`config.mk`:
```
export PLATFORM = sky130hd
export DESIGN_NAME = instr_loader_flat
export DESIGN_NICKNAME = d
export VERILOG_FILES = /design/src/rtl/instr_loader_if.sv /design/src/rtl/instr_loader.sv /design/src/flat_wrapper.sv
export SDC_FILE = /design/constraint.sdc
export NUM_CORES = 1
export LEC_CHECK = 0
export ABC_AREA = 1
export CORE_MARGIN = 5
export CORE_UTILIZATION = 42
export CTS_CLUSTER_DIAMETER = 60
export DETAILED_ROUTE_END_ITERATION = 6
export PLACE_DENSITY = 0.66
export SLEW_MARGIN = 25
export SYNTH_ARGS = -nofsm -noshare
export SYNTH_HDL_FRONTEND = slang
export SYNTH_SLANG_ARGS = --single-unit
```
`constraint.sdc`:
```
create_clock -name clk_i -period 2.1 [get_ports clk_i]
set_input_delay 0.42 -clock clk_i [delete_from_list [all_inputs] [get_ports clk_i]]
set_output_delay 0.42 -clock clk_i [all_outputs]
set_load 0.01 [all_outputs]
```
`src/rtl/instr_loader_if.sv`:
```
// rtl/instr_loader_if.sv - byte-stream input and instruction-memory/status outputs of the boot loader
interface instr_loader_if;
    logic        byte_valid_i;
    logic [7:0]  byte_data_i;
    logic        byte_ready_o;
    logic        imem_we_o;
    logic [31:0] imem_addr_o;
    logic [31:0] imem_data_o;
    logic        cpu_rst_o;
    logic        done_o;
    logic        err_o;
    logic [15:0] words_loaded_o;

    // Loader side
    modport slave (
        input  byte_valid_i, byte_data_i,
        output byte_ready_o, imem_we_o, imem_addr_o, imem_data_o,
               cpu_rst_o, done_o, err_o, words_loaded_o
    );

    // Stream source / system side
    modport master (
        output byte_valid_i, byte_data_i,
        input  byte_ready_o, imem_we_o, imem_addr_o, imem_data_o,
               cpu_rst_o, done_o, err_o, words_loaded_o
    );
endinterface

```
`src/rtl/instr_loader.sv`:
```
// rtl/instr_loader.sv - boot loader: framed bytes to instruction words, checksum gate on CPU reset
module instr_loader #(
    parameter int          MAX_WORDS = 128,
    parameter logic [31:0] BASE_ADDR = 32'h0000_0000
) (
    input  logic           clk_i,
    input  logic           rst_i,
    instr_loader_if.slave  bus
);
    typedef enum logic [2:0] {S_LEN, S_DATA, S_CSUM, S_DONE, S_ERR} state_t;

    localparam logic [16:0] MAX_W = 17'(MAX_WORDS);

    state_t      r_state;
    state_t      w_state_next;
    logic [1:0]  r_cnt;
    logic [15:0] r_len;
    logic [7:0]  r_sum;
    logic [23:0] r_asm;
    logic        r_we;
    logic [31:0] r_addr;
    logic [31:0] r_data;
    logic [15:0] r_words;

    logic        w_ready;
    logic        w_accept;
    logic        w_cpu_rst;
    logic        w_done;
    logic        w_err;
    logic        w_word_done;
    logic        w_len_bad;
    logic [15:0] w_len_full;
    logic [7:0]  w_sum_next;
    logic [31:0] w_word;

    assign w_len_full = {bus.byte_data_i, r_len[7:0]};
    assign w_len_bad  = (w_len_full == 16'd0) || ({1'b0, w_len_full} > MAX_W);
    assign w_sum_next = r_sum + bus.byte_data_i;
    assign w_word     = {r_asm, bus.byte_data_i};

    always_ff @(posedge clk_i) begin
        if (rst_i) begin
            r_state <= S_LEN;
        end else begin
            r_state <= w_state_next;
        end
    end

    always_comb begin
        w_state_next = r_state;
        w_ready      = 1'b0;
        w_cpu_rst    = 1'b1;
        w_done       = 1'b0;
        w_err        = 1'b0;
        w_accept     = 1'b0;
        w_word_done  = 1'b0;

        case (r_state)
            S_LEN, S_DATA, S_CSUM: w_ready = 1'b1;
            S_DONE: begin
                w_cpu_rst = 1'b0;
                w_done    = 1'b1;
            end
            S_ERR:   w_err = 1'b1;
            default: w_err = 1'b0;
        endcase

        w_accept    = bus.byte_valid_i & w_ready;
        w_word_done = w_accept && (r_state == S_DATA) && (r_cnt == 2'd3);

        case (r_state)
            S_LEN: begin
                if (w_accept && r_cnt == 2'd1) begin
                    w_state_next = w_len_bad ? S_ERR : S_DATA;
                end
            end
            S_DATA: begin
                // Last word of the image: checksum byte comes next
                if (w_word_done && (r_words + 16'd1 == r_len)) begin
                    w_state_next = S_CSUM;
                end
            end
            S_CSUM: begin
                if (w_accept) begin
                    w_state_next = (w_sum_next == 8'd0) ? S_DONE : S_ERR;
                end
            end
            default: w_state_next = r_state;
        endcase
    end

    always_ff @(posedge clk_i) begin
        if (rst_i) begin
            r_cnt   <= 2'd0;
            r_len   <= 16'd0;
            r_sum   <= 8'd0;
            r_asm   <= 24'd0;
            r_we    <= 1'b0;
            r_addr  <= 32'd0;
            r_data  <= 32'd0;
            r_words <= 16'd0;
        end else begin
            r_we <= 1'b0;
            if (w_accept) begin
                r_sum <= w_sum_next;
            end
            if (w_accept && r_state == S_LEN) begin
                if (r_cnt == 2'd0) begin
                    r_len[7:0] <= bus.byte_data_i;
                    r_cnt      <= 2'd1;
                end else begin
                    r_len[15:8] <= bus.byte_data_i;
                    r_cnt       <= 2'd0;
                end
            end
            if (w_accept && r_state == S_DATA) begin
                r_asm <= w_word[23:0];
                r_cnt <= r_cnt + 2'd1;
            end
            if (w_word_done) begin
                r_we    <= 1'b1;
                r_addr  <= BASE_ADDR + {14'd0, r_words, 2'b00};
                r_data  <= w_word;
                r_words <= r_words + 16'd1;
            end
        end
    end

    assign bus.byte_ready_o   = w_ready;
    assign bus.imem_we_o      = r_we;
    assign bus.imem_addr_o    = r_addr;
    assign bus.imem_data_o    = r_data;
    assign bus.cpu_rst_o      = w_cpu_rst;
    assign bus.done_o         = w_done;
    assign bus.err_o          = w_err;
    assign bus.words_loaded_o = r_words;
endmodule

```
`src/flat_wrapper.sv`:
```
// flat-port wrapper written by rule: the top's interface ports become plain ports
module instr_loader_flat 
#(
    parameter int          MAX_WORDS = 128,
    parameter logic [31:0] BASE_ADDR = 32'h0000_0000
)
  (clk_i, rst_i, bus_byte_valid_i, bus_byte_data_i, bus_byte_ready_o, bus_imem_we_o, bus_imem_addr_o, bus_imem_data_o, bus_cpu_rst_o, bus_done_o, bus_err_o, bus_words_loaded_o);
  instr_loader_if bus_i ();
  input  logic clk_i;
  input  logic rst_i;
  input wire logic [$bits(bus_i.byte_valid_i)-1:0] bus_byte_valid_i;
  input wire logic [$bits(bus_i.byte_data_i)-1:0] bus_byte_data_i;
  output wire logic [$bits(bus_i.byte_ready_o)-1:0] bus_byte_ready_o;
  output wire logic [$bits(bus_i.imem_we_o)-1:0] bus_imem_we_o;
  output wire logic [$bits(bus_i.imem_addr_o)-1:0] bus_imem_addr_o;
  output wire logic [$bits(bus_i.imem_data_o)-1:0] bus_imem_data_o;
  output wire logic [$bits(bus_i.cpu_rst_o)-1:0] bus_cpu_rst_o;
  output wire logic [$bits(bus_i.done_o)-1:0] bus_done_o;
  output wire logic [$bits(bus_i.err_o)-1:0] bus_err_o;
  output wire logic [$bits(bus_i.words_loaded_o)-1:0] bus_words_loaded_o;
  assign bus_i.byte_valid_i = bus_byte_valid_i;
  assign bus_i.byte_data_i = bus_byte_data_i;
  assign bus_byte_ready_o = bus_i.byte_ready_o;
  assign bus_imem_we_o = bus_i.imem_we_o;
  assign bus_imem_addr_o = bus_i.imem_addr_o;
  assign bus_imem_data_o = bus_i.imem_data_o;
  assign bus_cpu_rst_o = bus_i.cpu_rst_o;
  assign bus_done_o = bus_i.done_o;
  assign bus_err_o = bus_i.err_o;
  assign bus_words_loaded_o = bus_i.words_loaded_o;
  instr_loader #(.MAX_WORDS(MAX_WORDS), .BASE_ADDR(BASE_ADDR)) u_core (.clk_i(clk_i), .rst_i(rst_i), .bus(bus_i));
endmodule
```
* Yosys cells after proc, flatten, opt, wreduce, memory -nomap -nowiden *
Cells that the tools add are included.

operators by class
  $add $sub $neg = 3
  $lt $le $gt $ge = 1
  equal/unequal tests = 10
  muxes and demuxes = 14
  bitwise logic cells = 2
  reduce and logical (&&, ||, !) cells = 16

operators with widths
  cell                   number
  $add 16x1->16 const B  1
  $eq 16x16->1           1
  $gt 16x8->1 const B    1
  $logic_not 16->1       1
  $mux 3                 5
  $pmux 3 s3             1
  $add 8x8->8            1
  $logic_not 8->1        1
  $eq 3x2->1 const B     2
  $mux 1                 6
  $logic_and 1x1->1      5
  $mux 2                 2
  $ne 2x1->1 const B     2
  $reduce_and 2->1       2
  $reduce_and 4->1       1
  $eq 3x1->1 const B     1
  $eq 3x3->1 const B     1
  $logic_not 3->1        1
  $reduce_bool 3->1      1
  $reduce_or 3->1        1
  $add 2x1->2 const B    1
  $eq 2x1->1 const B     1
  $eq 2x2->1 const B     1
  $logic_not 2->1        1
  other kinds (5)        5

storage, ports and cells
  register bits = 118
  output and inout port bits = 85
  logic and storage cells = 56

* Longest topological paths before layout *
  word-level depth = 9
  mapped depth = 17
  mapped depth without buffers = 17

* Least setup slack after synthesis *
Ideal clock, no wire load.

  kind = input to register
  from = in bus_byte_data_i[0]
  to = reg u_core.r_state[0]
  arrival = 1.827 ns
  data required time = 1.987 ns
  path slack = 0.160 ns
  stages on the path = 12
  cells stage by stage = ha_1 -> inv_1 -> fa_1 -> inv_1 -> nand4_1 -> nand3_1 -> xor2_1 -> nor2_1 -> nand3_1 -> o21ai_0 -> o21ai_1 -> inv_1

between the ends
  longest elaborated chain between the ends = 5

ends and longest elaborated chain
  item                                                        RTL line                                source
  start, declared                                             flat_wrapper.sv:12                      input wire logic [$bits(bus_i.byte_data_i)-1:0] bus_byte_data_i;
  $add 8x8->8, or another cell as far along                   instr_loader.sv:38                      assign w_sum_next = r_sum + bus.byte_data_i;
  $logic_not 8->1 / $logic_or 1x1->1 (equally long branches)  instr_loader.sv:85, instr_loader.sv:37
  $mux 3, on equally long branches                            instr_loader.sv:85, instr_loader.sv:74
  $mux 3, on equally long branches                            instr_loader.sv:84, instr_loader.sv:73
  $pmux 3 s3 *                                                instr_loader.sv:71                      case (r_state)
  end signal, assigned                                        instr_loader.sv:45                      r_state <= w_state_next;
  end, declared                                               instr_loader.sv:14                      state_t r_state;

Every way passes the cells marked *; elsewhere a longest branch is shown, timed or not. The select of a mux whose other input is x is not followed.
A chain may end at the register's enable or synchronous reset.

* Worst setup path after layout *
  from = reg u_core.r_words[0], in the netlist u_core.bus.words_loaded_o[0]
  to = reg u_core.r_state[0]

between the ends
  longest elaborated chain between the ends = 5

ends and longest elaborated chain
  item                        RTL line             source
  start, declared             instr_loader.sv:23   logic [15:0] r_words;
  start signal, assigned      instr_loader.sv:124  r_words <= r_words + 16'd1;
  $add 16x1->16               instr_loader.sv:79   if (w_word_done && (r_words + 16'd1 == r_len)) begin
  $eq 16x16->1                instr_loader.sv:79
  $logic_and 1x1->1           instr_loader.sv:79
  $ne 2x2->1 (no line)        n/a
  $reduce_and 4->1 (no line)  n/a

Every way passes these cells.

==> results.yml <==
clocking:
  cts_buffers: 17
  cts_tree: "yes"
  root_buffer: "clkbuf_16"
  htree_levels: 4
  clkTransAtPathRegs_ns: 0.06
  cts_hold_buf: 0
  clock-sinks: 118
  clk_path_buf_depth: 2
  clk_latency_ns: 0.42
floorplan:
  core-area_um2: 12600
  die_area_um2: 15300
  fp.dieW_um: 124
  io_pins: 96
  fp.dieH_um: 124
  initial_utilization_pct: 43.0
  rows: 41
global_routing:
  grt_usage_pct: 20.1
  grt_pass1_wl_um: 24200
  first_global_vias: 5138
  antenna_found_initial: 0
  grt_max_degree: 62
  grt_overflow_total: 0
sta:
  min_period_ns: 2.05
  setup_slack_ns: 0.0503
  setup_viol: 0
  finalHoldViolations: 0
  drv_slew: 0
  skew_ns: 0.00785
  fmax_mhz: 488
  whs_ns: 0.355
  grt_setup_unrepaired: "yes"
  fin_crit_sh_pct: 97.6
placement:
  dp_cells: 1017
  numPortBuffers: 79
  place_ws_ns: -0.560
  gp_congestion: 0.903
  dp_hpwl_um: 10400
hold_path:
  hp-class: "input port to flop"
power:
  vdd.ir_drop.worst_v: 0.000550
  power_density_nw_per_um2: 942
  p_leak_nw: 3.22
detailed_routing:
  wire_per_inst_um: 14.4
  post-route-drc-count: 0
  via_per_inst: 5.11
  drt-initial-drc-count: 583
  wirelength_um: 15200
  ant_nets: 0
  dr.pass1.iters: 5
  vias: 5394
worst_setup_path:
  cp.arrival_ns: 2.36
  path_class: "flop to flop"
  path_cells: "ha_4 > nand2_4 > nor2_4 > buf_4 > nand3_1 > nand2_1 > nand3_1 > nand2_1 > nand2_2 > nor2_2 > nand3_2 > nand2_2 > nand2_1 > o21ai_1 > inv_1"
  required_ns: 2.41
  max_stage_delay_ns: 0.40
  cpMostUsedCell: "nand2_1"
  worstSetupStartpointType: "flop"
  critPathCaptureType: "flop"
  slowest_stage: "dfxtp_4"
  critical_path.max_fanout: 6
layout:
  fillers: 1145
  layout_common_cells: "nand2_1 (125), dfxtp_1 (109), o21ai_0 (95)"
  stdcell_count: 1056
  final_common_cell: "nand2_1"
  area_delta_synth_final_pct: 37.9
  diodes: 0
  nNetsFinal: 895
  drive_gt1_share_pct: 16.5
job:
  max_cap_viol_count: 0
yosys:
  yosys.area.top_type: "dfxtp_1"
  yosysSeqAreaShare_pct: 43.6
  synth-seq-cells: 118
  synth_area_um2: 5420
  ys_top_cells_by_area: "dfxtp_1 (44%), nand2_1 (9.3%), o21ai_0 (8.8%)"
  avgSynthCellArea_um2: 7.18
  yosysWarnings: 0
  synth_top_cell_area_share_pct: 43.6
  postSynthCellCount: 755
  yosys.cell_types.count: 30
status:
  status: "completed"
==> logic make-up after synthesis <==
group / share of synthesized area, %
xor gates and xnor gates: 1.13
DFF: 43.6
AOI/OAI and AO/OA: 17.8
and+or+nand+nor: 24.2
buffers and inverters: 10.1
adders and majority gates: 3.14
other: 0.0692
==> routing by layer <==
metal	routed length (um)	global-route usage, %
met3	987	6.49
met2	7420	33.1
met5	0	0
met1	6450	24.7
met4	330	7.47
==> synth_stat cells <==
library cell and number:
o21ai_0 95, a31oi_1 4, xor2_1 5, xnor2_1 2, a211oi_1 1, buf_2 1
nand3_1 63, nand3b_1 1, o21ai_1 2, nor2_8 1, o21bai_2 1, nor2_4 4
buf_4 16, ha_1 12, dfxtp_1 118, or2_2 2, clkbuf_1 32, inv_1 80
nand2_2 4, conb_1 1, nor3_1 4, nand2_1 134, nand4_1 12, nor2_1 73
o21bai_1 4, nor2_2 2, inv_2 1, fa_1 1, o211ai_1 4, a21oi_1 75
==> final cells by class <==
class	count	area (um^2)	area share, %
multi-input cells	523	2770	37.1
flip-flops and latches	118	2380	31.8
clock inverters	13	126	1.69
inverters	81	304	4.07
clock buffers	19	433	5.79
repair buffers	130	1240	16.6
well taps	172	215	2.88
==> flip-flops by register name, indices dropped and copies added (netlist names) <==
| signal | flops |
|---|---|
| u_core.r_asm | 24 |
| u_core.bus.imem_we_o | 1 |
| u_core.r_sum | 8 |
| u_core.bus.words_loaded_o | 16 |
| u_core.bus.imem_addr_o | 16 |
| u_core.r_cnt | 2 |
| u_core.r_len | 16 |
| u_core.bus.imem_data_o | 32 |
| u_core.r_state | 3 |
==> path summary, 6_finish.rpt <==
check	slack, ns	end	startpoint	cells after the start
worst max register to register	0.05	u_core.r_state[0]	u_core.bus.words_loaded_o[0]	15
worst min register to register	0.46	u_core.r_asm[5]	u_core.r_asm[5]	2
worst min-delay path	0.36	u_core.bus.imem_data_o[1]	bus_byte_data_i[1]	3
worst max-delay path	0.05	u_core.r_state[0]	u_core.bus.words_loaded_o[0]	15
==> timing repair <==
item	CTS	global route
cloned	0	1
setup endpoints to repair	5	6
pin swaps	8	26
resized for setup	9	58
buffers inserted	1	5
==> power breakdown <==
group | switching [W] | internal (W) | total, W
combinational | 0.00104 | 0.000696 | 0.00174
clock | 0.00108 | 0.00164 | 0.00271
sequential | 0.000136 | 0.00246 | 0.00260
==> stage by stage <==
stage                     power (W)  instance area (um^2)  util, %  setup TNS [ns]
final                       0.00704                  7480     59.2               0
after global routing        0.00748                  7480     59.2          -0.197
after CTS                   0.00694                  7210     57.1               0
after detailed placement    0.00419                  6630     52.5           -2.20
after global placement      0.00412                  6630     52.5           -1.47
after floorplan             0.00368                  5480        -               0
==> critical path, delay by kind of cell (launching register included) <==
| family | cells | cell delay (ns) |
|---|---|---|
| and+or+nand+nor | 11 | 1.07 |
| AOI/OAI and AO/OA | 1 | 0.13 |
| DFF | 1 | 0.40 |
| adders and majority gates | 1 | 0.16 |
| buffers and inverters | 2 | 0.20 |
(Power assumes the default switching activity.)
